<file path="config.mk">
export PLATFORM = sky130hd
export DESIGN_NAME = morse_key_classifier
export DESIGN_NICKNAME = d
export VERILOG_FILES = /design/src/rtl/morse_pkg.sv /design/src/rtl/morse_debounce.sv /design/src/rtl/morse_key_classifier.sv
export SDC_FILE = /design/constraint.sdc
export NUM_CORES = 1
export LEC_CHECK = 0
export BUFFER_PORTS_ARGS = -buffer_cell sky130_fd_sc_hd__buf_4
export CAP_MARGIN = 10
export CORE_MARGIN = 10
export CORE_UTILIZATION = 40
export CTS_BUF_LIST = sky130_fd_sc_hd__clkbuf_4
export DETAILED_ROUTE_END_ITERATION = 12
export PLACE_DENSITY_LB_ADDON = 0.2
export SKIP_CTS_REPAIR_TIMING = 1
export SLEW_MARGIN = 25
export SYNTH_ARGS = -nofsm -noshare
export SYNTH_HDL_FRONTEND = slang
export SYNTH_SLANG_ARGS = --single-unit
</file>
<file path="constraint.sdc">
create_clock -name clk -period 7 [get_ports clk]
set_input_delay 0.35 -clock clk [delete_from_list [all_inputs] [get_ports clk]]
set_output_delay 0.35 -clock clk [all_outputs]
set_load 0.05 [all_outputs]
</file>
<file path="src/rtl/morse_pkg.sv">
// morse_pkg: symbol codes and classifier state encodings shared by the Morse receive path
package morse_pkg;

    localparam logic [1:0] SYM_DOT  = 2'b01;
    localparam logic [1:0] SYM_DASH = 2'b11;
    localparam logic [1:0] SYM_LGAP = 2'b00;
    localparam logic [1:0] SYM_WGAP = 2'b10;

    typedef enum logic [1:0] {
        IDLE  = 2'd0,
        PRESS = 2'd1,
        GAP   = 2'd2,
        LGAP  = 2'd3
    } cls_state_e;

endpackage

</file>
<file path="src/rtl/morse_debounce.sv">
// morse_debounce: 2-flop key synchronizer with an optional level filter (MORSE_DEBOUNCE_EN)
module morse_debounce #(
    parameter int DEBOUNCE_CYCLES = 4
) (
    input  logic clk,
    input  logic rst,
    input  logic key,
    output logic key_f
);

    logic [1:0] sync;

    // bring the asynchronous key into the clock domain
    always_ff @(posedge clk or posedge rst) begin
        if (rst) sync <= '0;
        else     sync <= {sync[0], key};
    end

`ifdef MORSE_DEBOUNCE_EN
    localparam int CW = $clog2(DEBOUNCE_CYCLES + 1);

    logic [CW-1:0] cnt;

    // adopt a new level only once it has been stable for DEBOUNCE_CYCLES samples
    always_ff @(posedge clk or posedge rst) begin
        if (rst) begin
            cnt   <= '0;
            key_f <= 1'b0;
        end else if (sync[1] == key_f) begin
            cnt   <= '0;
        end else if (cnt == CW'(DEBOUNCE_CYCLES - 1)) begin
            cnt   <= '0;
            key_f <= sync[1];
        end else begin
            cnt   <= cnt + CW'(1);
        end
    end
`else
    assign key_f = sync[1];
`endif

endmodule

</file>
<file path="src/rtl/morse_key_classifier.sv">
// morse_key_classifier: turns key-down/key-up run lengths into dot/dash/letter/word symbol strobes (debounce via MORSE_DEBOUNCE_EN)
module morse_key_classifier
    import morse_pkg::*;
#(
    parameter int DOT_MAX         = 3,
    parameter int LETTER_GAP      = 4,
    parameter int WORD_GAP        = 10,
    parameter int CNT_W           = 12,
    parameter int DEBOUNCE_CYCLES = 4
) (
    input  logic             clk,
    input  logic             rst,
    input  logic             key,
    output logic [1:0]       sym,
    output logic             sym_valid,
    output logic [1:0]       state,
    output logic [CNT_W-1:0] counter
);

    cls_state_e       st, st_n;
    logic [CNT_W-1:0] cnt_n, inc;
    logic [1:0]       sym_n;
    logic             vld_n, k;

    morse_debounce #(.DEBOUNCE_CYCLES(DEBOUNCE_CYCLES)) u_deb (
        .clk   (clk),
        .rst   (rst),
        .key   (key),
        .key_f (k)
    );

    assign state = st;
    assign inc   = (counter == '1) ? counter : counter + CNT_W'(1);

    // state, run counter and symbol output registers
    always_ff @(posedge clk or posedge rst) begin
        if (rst) begin
            st        <= IDLE;
            counter   <= '0;
            sym       <= SYM_LGAP;
            sym_valid <= 1'b0;
        end else begin
            st        <= st_n;
            counter   <= cnt_n;
            sym       <= sym_n;
            sym_valid <= vld_n;
        end
    end

    // classify each run as it ends; a press always wins over a gap threshold
    always_comb begin
        st_n  = st;
        cnt_n = counter;
        sym_n = sym;
        vld_n = 1'b0;
        case (st)
            IDLE: begin
                st_n  = k ? PRESS : IDLE;
                cnt_n = k ? CNT_W'(1) : '0;
            end
            PRESS: begin
                if (k) begin
                    cnt_n = inc;
                end else begin
                    st_n  = GAP;
                    cnt_n = CNT_W'(1);
                    sym_n = (counter <= CNT_W'(DOT_MAX)) ? SYM_DOT : SYM_DASH;
                    vld_n = 1'b1;
                end
            end
            GAP: begin
                if (k) begin
                    st_n  = PRESS;
                    cnt_n = CNT_W'(1);
                end else begin
                    cnt_n = inc;
                    if (inc == CNT_W'(LETTER_GAP)) begin
                        st_n  = LGAP;
                        sym_n = SYM_LGAP;
                        vld_n = 1'b1;
                    end
                end
            end
            LGAP: begin
                if (k) begin
                    st_n  = PRESS;
                    cnt_n = CNT_W'(1);
                end else if (inc == CNT_W'(WORD_GAP)) begin
                    st_n  = IDLE;
                    cnt_n = '0;
                    sym_n = SYM_WGAP;
                    vld_n = 1'b1;
                end else begin
                    cnt_n = inc;
                end
            end
            default: begin
                st_n  = IDLE;
                cnt_n = '0;
            end
        endcase
    end

endmodule

</file>
### Yosys cells after proc, flatten, opt, wreduce, memory -nomap -nowiden

Index checks and enable logic that the tools add are counted.
W data, S select, Z words.

* $add $sub $neg: 1
* order comparisons: 1
* eq/ne operators: 13
* mux-type cells: 27
* reductions and logical operators: 4

Operators with widths (number)
* $mux W12: 5
* $pmux W12 S4: 1
* $mux W2: 11
* $add A12 B1 Y12 const B: 1
* $eq A12 B12 Y1 const B: 1
* $eq A12 B3 Y1 const B: 1
* $eq A12 B4 Y1 const B: 1
* $le A12 B2 Y1 const B: 1
* $ne A2 B2 Y1 const B: 5
* $pmux W2 S4: 1
* $mux W1: 7
* $ne A3 B2 Y1 const B: 2
* $pmux W2 S3: 1
* $reduce_and A6 Y1: 1
* $eq A2 B2 Y1 const B: 2
* $pmux W1 S3: 1
* $reduce_and A3 Y1: 1
* $reduce_bool A3 Y1: 1
* $eq A2 B1 Y1 const B: 1
* $logic_not A2 Y1: 1

* register bits after elaboration: 19
* input port bits: 3
* output and inout port bits: 17
* logic and storage cells: 51

### Longest topological paths before layout

* depth in word-level cells: 6
* mapped depth: 10
* gate-level depth less buffers: 8

### Hierarchy

From an unflattened synthesis, not the netlist that was laid out.

* cell total of the unflattened synthesis: 146
* area total of the unflattened synthesis: 1306.3 um^2

By module, submodules not included
* morse_key_classifier: times used 1, cells an instance 143, area an instance 1252.5 um^2, sequential area each 425.4 um^2
* morse_debounce: times used 1, cells an instance 3, area an instance 53.8 um^2, sequential area each 50.0 um^2

### Worst setup path before layout

Ideal clock, no wire load.

* kind: reg2reg
* start point: register counter[1]
* end point: register sym[1]
* setup time: 0.125 ns
* arrival time: 3.083 ns
* required time: 6.875 ns
* path slack: 3.792 ns
* stages on the path, launching flop included: 10
* buffers on the path: 1
* clock period less this slack: 3.208 ns
* path through: dfrtp_1 > ha_1 > nand2_1 > or4_4 > a221oi_2 > nand4_2 > or3_1 > buf_6 > a221oi_4 > mux2_4

* cells in the longest elaborated chain, start to end: 5
* elaborated cells on any way between the ends: 12
* those cells by class: 1 x add/sub; 1 x order compare; 5 x eq/ne; 4 x mux; 1 x reduce/logical

Ends and longest elaborated chain
* start: declaration: RTL line morse_key_classifier.sv:17 `output logic [CNT_W-1:0] counter`
* start signal: assignment: RTL line morse_key_classifier.sv:44 `counter <= cnt_n;`
* $add A12 B1 Y12 / $eq A12 B12 Y1 (equally long branches): RTL line morse_key_classifier.sv:33 `assign inc = (counter == '1) ? counter : counter + CNT_W'(1);`
* $mux W12: RTL line morse_key_classifier.sv:33
* $eq A12 B4 Y1 / $eq A12 B3 Y1 (equally long branches): RTL line morse_key_classifier.sv:88, morse_key_classifier.sv:77
* $ne A2 B2 Y1 (no source line)
* $reduce_and A6 Y1 (no source line)
* end signal: assignment: RTL line morse_key_classifier.sv:45 `sym <= sym_n;`
* end: declaration: RTL line morse_key_classifier.sv:14 `output logic [1:0] sym,`

Parallel ways exist; a longest one is shown, timed or not. The select of a mux whose other input is x is not followed.
A chain may end at the register's enable or synchronous reset.

### Worst setup path in the final report

* start point: register counter[3]
* end point: register sym[1]

The elaborated chain is that of the path after synthesis.

==> impl_metrics.json <==
{
  "rsz0062_at_grt": "false",
  "syn_nets": 161,
  "synth_area_um2": 1370,
  "drive_above_1_share_pct": 21.3,
  "drt_iter0_drc": 123,
  "fp.dieH_um": 78.6,
  "place_inst": 206,
  "critPathBufInv": 0,
  "drtAntennaViolNets": 0,
  "layout.cells.non_filler": 210,
  "area_growth_syn_to_layout_pct": 12.9,
  "synth_seq_cells": 19,
  "first_pass_iters": 4,
  "critical_path_class": "reg -> reg",
  "synth-edff-count": 0,
  "cts_tree": "built",
  "die_x_um": 78.6,
  "synth_top_flop_cell": "dfrtp_1",
  "start_util_pct": 41.1,
  "r2r_cells": 7,
  "setup-violations-final": 0,
  "startpoint_type": "register",
  "fmax_mhz": 316,
  "crit_path_end_kind": "register",
  "whs_ps": 155,
  "critPathRequiredTime_ps": 7190,
  "pre_cts_ws_ps": 3920,
  "gp_congestion": 0.878,
  "grt_pass1_wl_um": 5970,
  "nNetsFinal": 174,
  "finalSetupTns_ps": 0,
  "track_usage_pct": 11.6,
  "cp_slowest_cell": "dfrtp_1",
  "p_leak_nw": 0.650,
  "finalHoldViolCount": 0,
  "drc_errors": 0,
  "ir_worst_vdd_mv": 0.189,
  "routedWlPerCell_um": 16.8,
  "yosysWarnings": 0,
  "tightest_slew_ps": 914,
  "wl_um": 3520,
  "cts_root_buf": "clkbuf_4",
  "path_clk_slew_ps": 120,
  "slowest_delay_ps": 640,
  "cap_violations": 0,
  "diodes": 0,
  "path_cells": "and4_1 > nand4_2 > or2_1 > a31o_2 > or3_1 > a221oi_4 > mux2_4",
  "hpwl_um": 2670,
  "io_buffers": 19,
  "period_needed_ps": 3160,
  "arrival_ps": 3350,
  "hold_class": "in -> async",
  "p_per_area_nw_per_um2": 251,
  "num_vias": 1288,
  "num_io_pins": 20,
  "timing.final.crit_share_pct": 45.2,
  "grt_max_degree": 20,
  "cts_buffers": 3,
  "ys_seq_area_share_pct": 34.6,
  "p_total_w": 0.000389,
  "synth.avg_cell_area_um2": 9.03,
  "cts_max_level": 1,
  "synth_area_leaders": "dfrtp_1, ha_1, nor2_1",
  "async_reset_ff_share_pct": 100,
  "synth.distinct_cells": 53,
  "cts_sinks": 19,
  "path_depth": 7,
  "viasPerCell": 6.13,
  "first_global_vias": 1251,
  "gr-total-overflow": 0,
  "slew_headroom_pct": 38.5,
  "dieArea_um2": 6170,
  "insertion_delay_ps": 300,
  "grt_antenna_before_repair": 0,
  "core_um2": 3340,
  "crit_fanout": 13,
  "crit_family": "simple AND/OR/NAND/NOR gates",
  "maxSlewViolCount": 0,
  "skew_ps": 7.64,
  "synth_top_area_share_pct": 34.6,
  "layout_setup_ws_ps": 3840,
  "status": "finished, final reports clean",
  "ctsLongestPathBuffers": 2,
  "yosysMostFrequentCell": "dfrtp_1",
  "post-synth-top-area-cell": "dfrtp_1",
  "synthCells": 152,
  "synth_common_cells": "dfrtp_1, nor2_1, inv_1",
  "rows": 21
}
cell families (layout without fill, tap and decap cells):
family	after synthesis	after routing	share of synthesized area (%)
AO/OA/AOI/OAI	43	43	24.6
AND/OR/NAND/NOR	60	60	25.7
XOR/XNOR	2	2	1.28
buffers and inverters	20	32	6.38
adder cells (fa/ha/maj)	6	6	5.47
multiplexers	2	2	1.91
flip-flops	19	19	34.6
flip-flops by register name, summed over array words and instances (netlist names):
name	cells
counter	12
sym	2
state	2
sym_valid	1
u_deb.sync	2
final cells by class:
cell class | instances | area [um^2]
fill | 328 | 1790
tap | 46 | 57.6
clock buffer | 4 | 30.0
multi-input combinational | 113 | 810
sequential | 19 | 475
timing repair buffer | 19 | 143
inverter | 9 | 33.8
placed cells by master, fill, tap and decap left out, types with 2 or more instances in the layout:
cell type / Yosys / final
nor4_1: 3 / 3
and3_1: 2 / 2
ha_1: 6 / 6
clkbuf_4: 0 / 4
buf_4: 0 / 19
o21ai_0: 5 / 5
dfrtp_1: 19 / 19
nand3_1: 5 / 5
inv_1: 9 / 9
nand2_1: 7 / 7
o21a_1: 2 / 2
o31ai_1: 2 / 2
and2_1: 2 / 2
nand4_2: 2 / 2
a311oi_1: 3 / 3
a211oi_1: 4 / 4
a31oi_1: 4 / 4
or3_1: 2 / 2
nand4_1: 4 / 4
nor2_1: 14 / 14
nor3_1: 4 / 4
and4_1: 5 / 5
a2111oi_0: 2 / 2
a21o_1: 2 / 2
a21oi_1: 6 / 6
worst paths after layout:
| path | startpoint | slack (ps) | to |
|---|---|---|---|
| setup / recovery | counter[3] | 3840 | sym[1] |
| hold / removal | rst | 160 | counter[6] |
| setup reg to reg | counter[3] | 3840 | sym[1] |
| hold reg to reg | u_deb.sync[0] | 360 | u_deb.sync[1] |
| max in group asynchronous | rst | 6380 | state[1] |
| min in group clk | key | 160 | u_deb.sync[0] |
metal layers:
layer  routed length (um)  track usage (%)
met2                 1730             18.5
met5                    0                0
met3                  275             3.08
met1                 1430             14.2
met4                   96             5.73
worst reg2reg max path, delay by kind of cell (launching register included):
kind	cells	cell delay (ps)
AND/OR/NAND/NOR	4	1510
flip-flops	1	640
AO/OA/AOI/OAI	2	580
multiplexers	1	320
through the flow:
stage,utilization [%],area (um^2)
finish,46.4,1550
global route,46.4,1550
CTS,46.4,1550
detailed placement,45.5,1520
global placement,45.5,1520
floorplan,-,1370
report_power, final:
part           switching, W  leakage (nW)  total (W)  internal (W)
Sequential        0.0000136         0.256   0.000137      0.000123
Combinational      0.000122         0.376   0.000190     0.0000685
Clock             0.0000355        0.0184  0.0000615     0.0000260
Power figures use the tool's default switching activity.
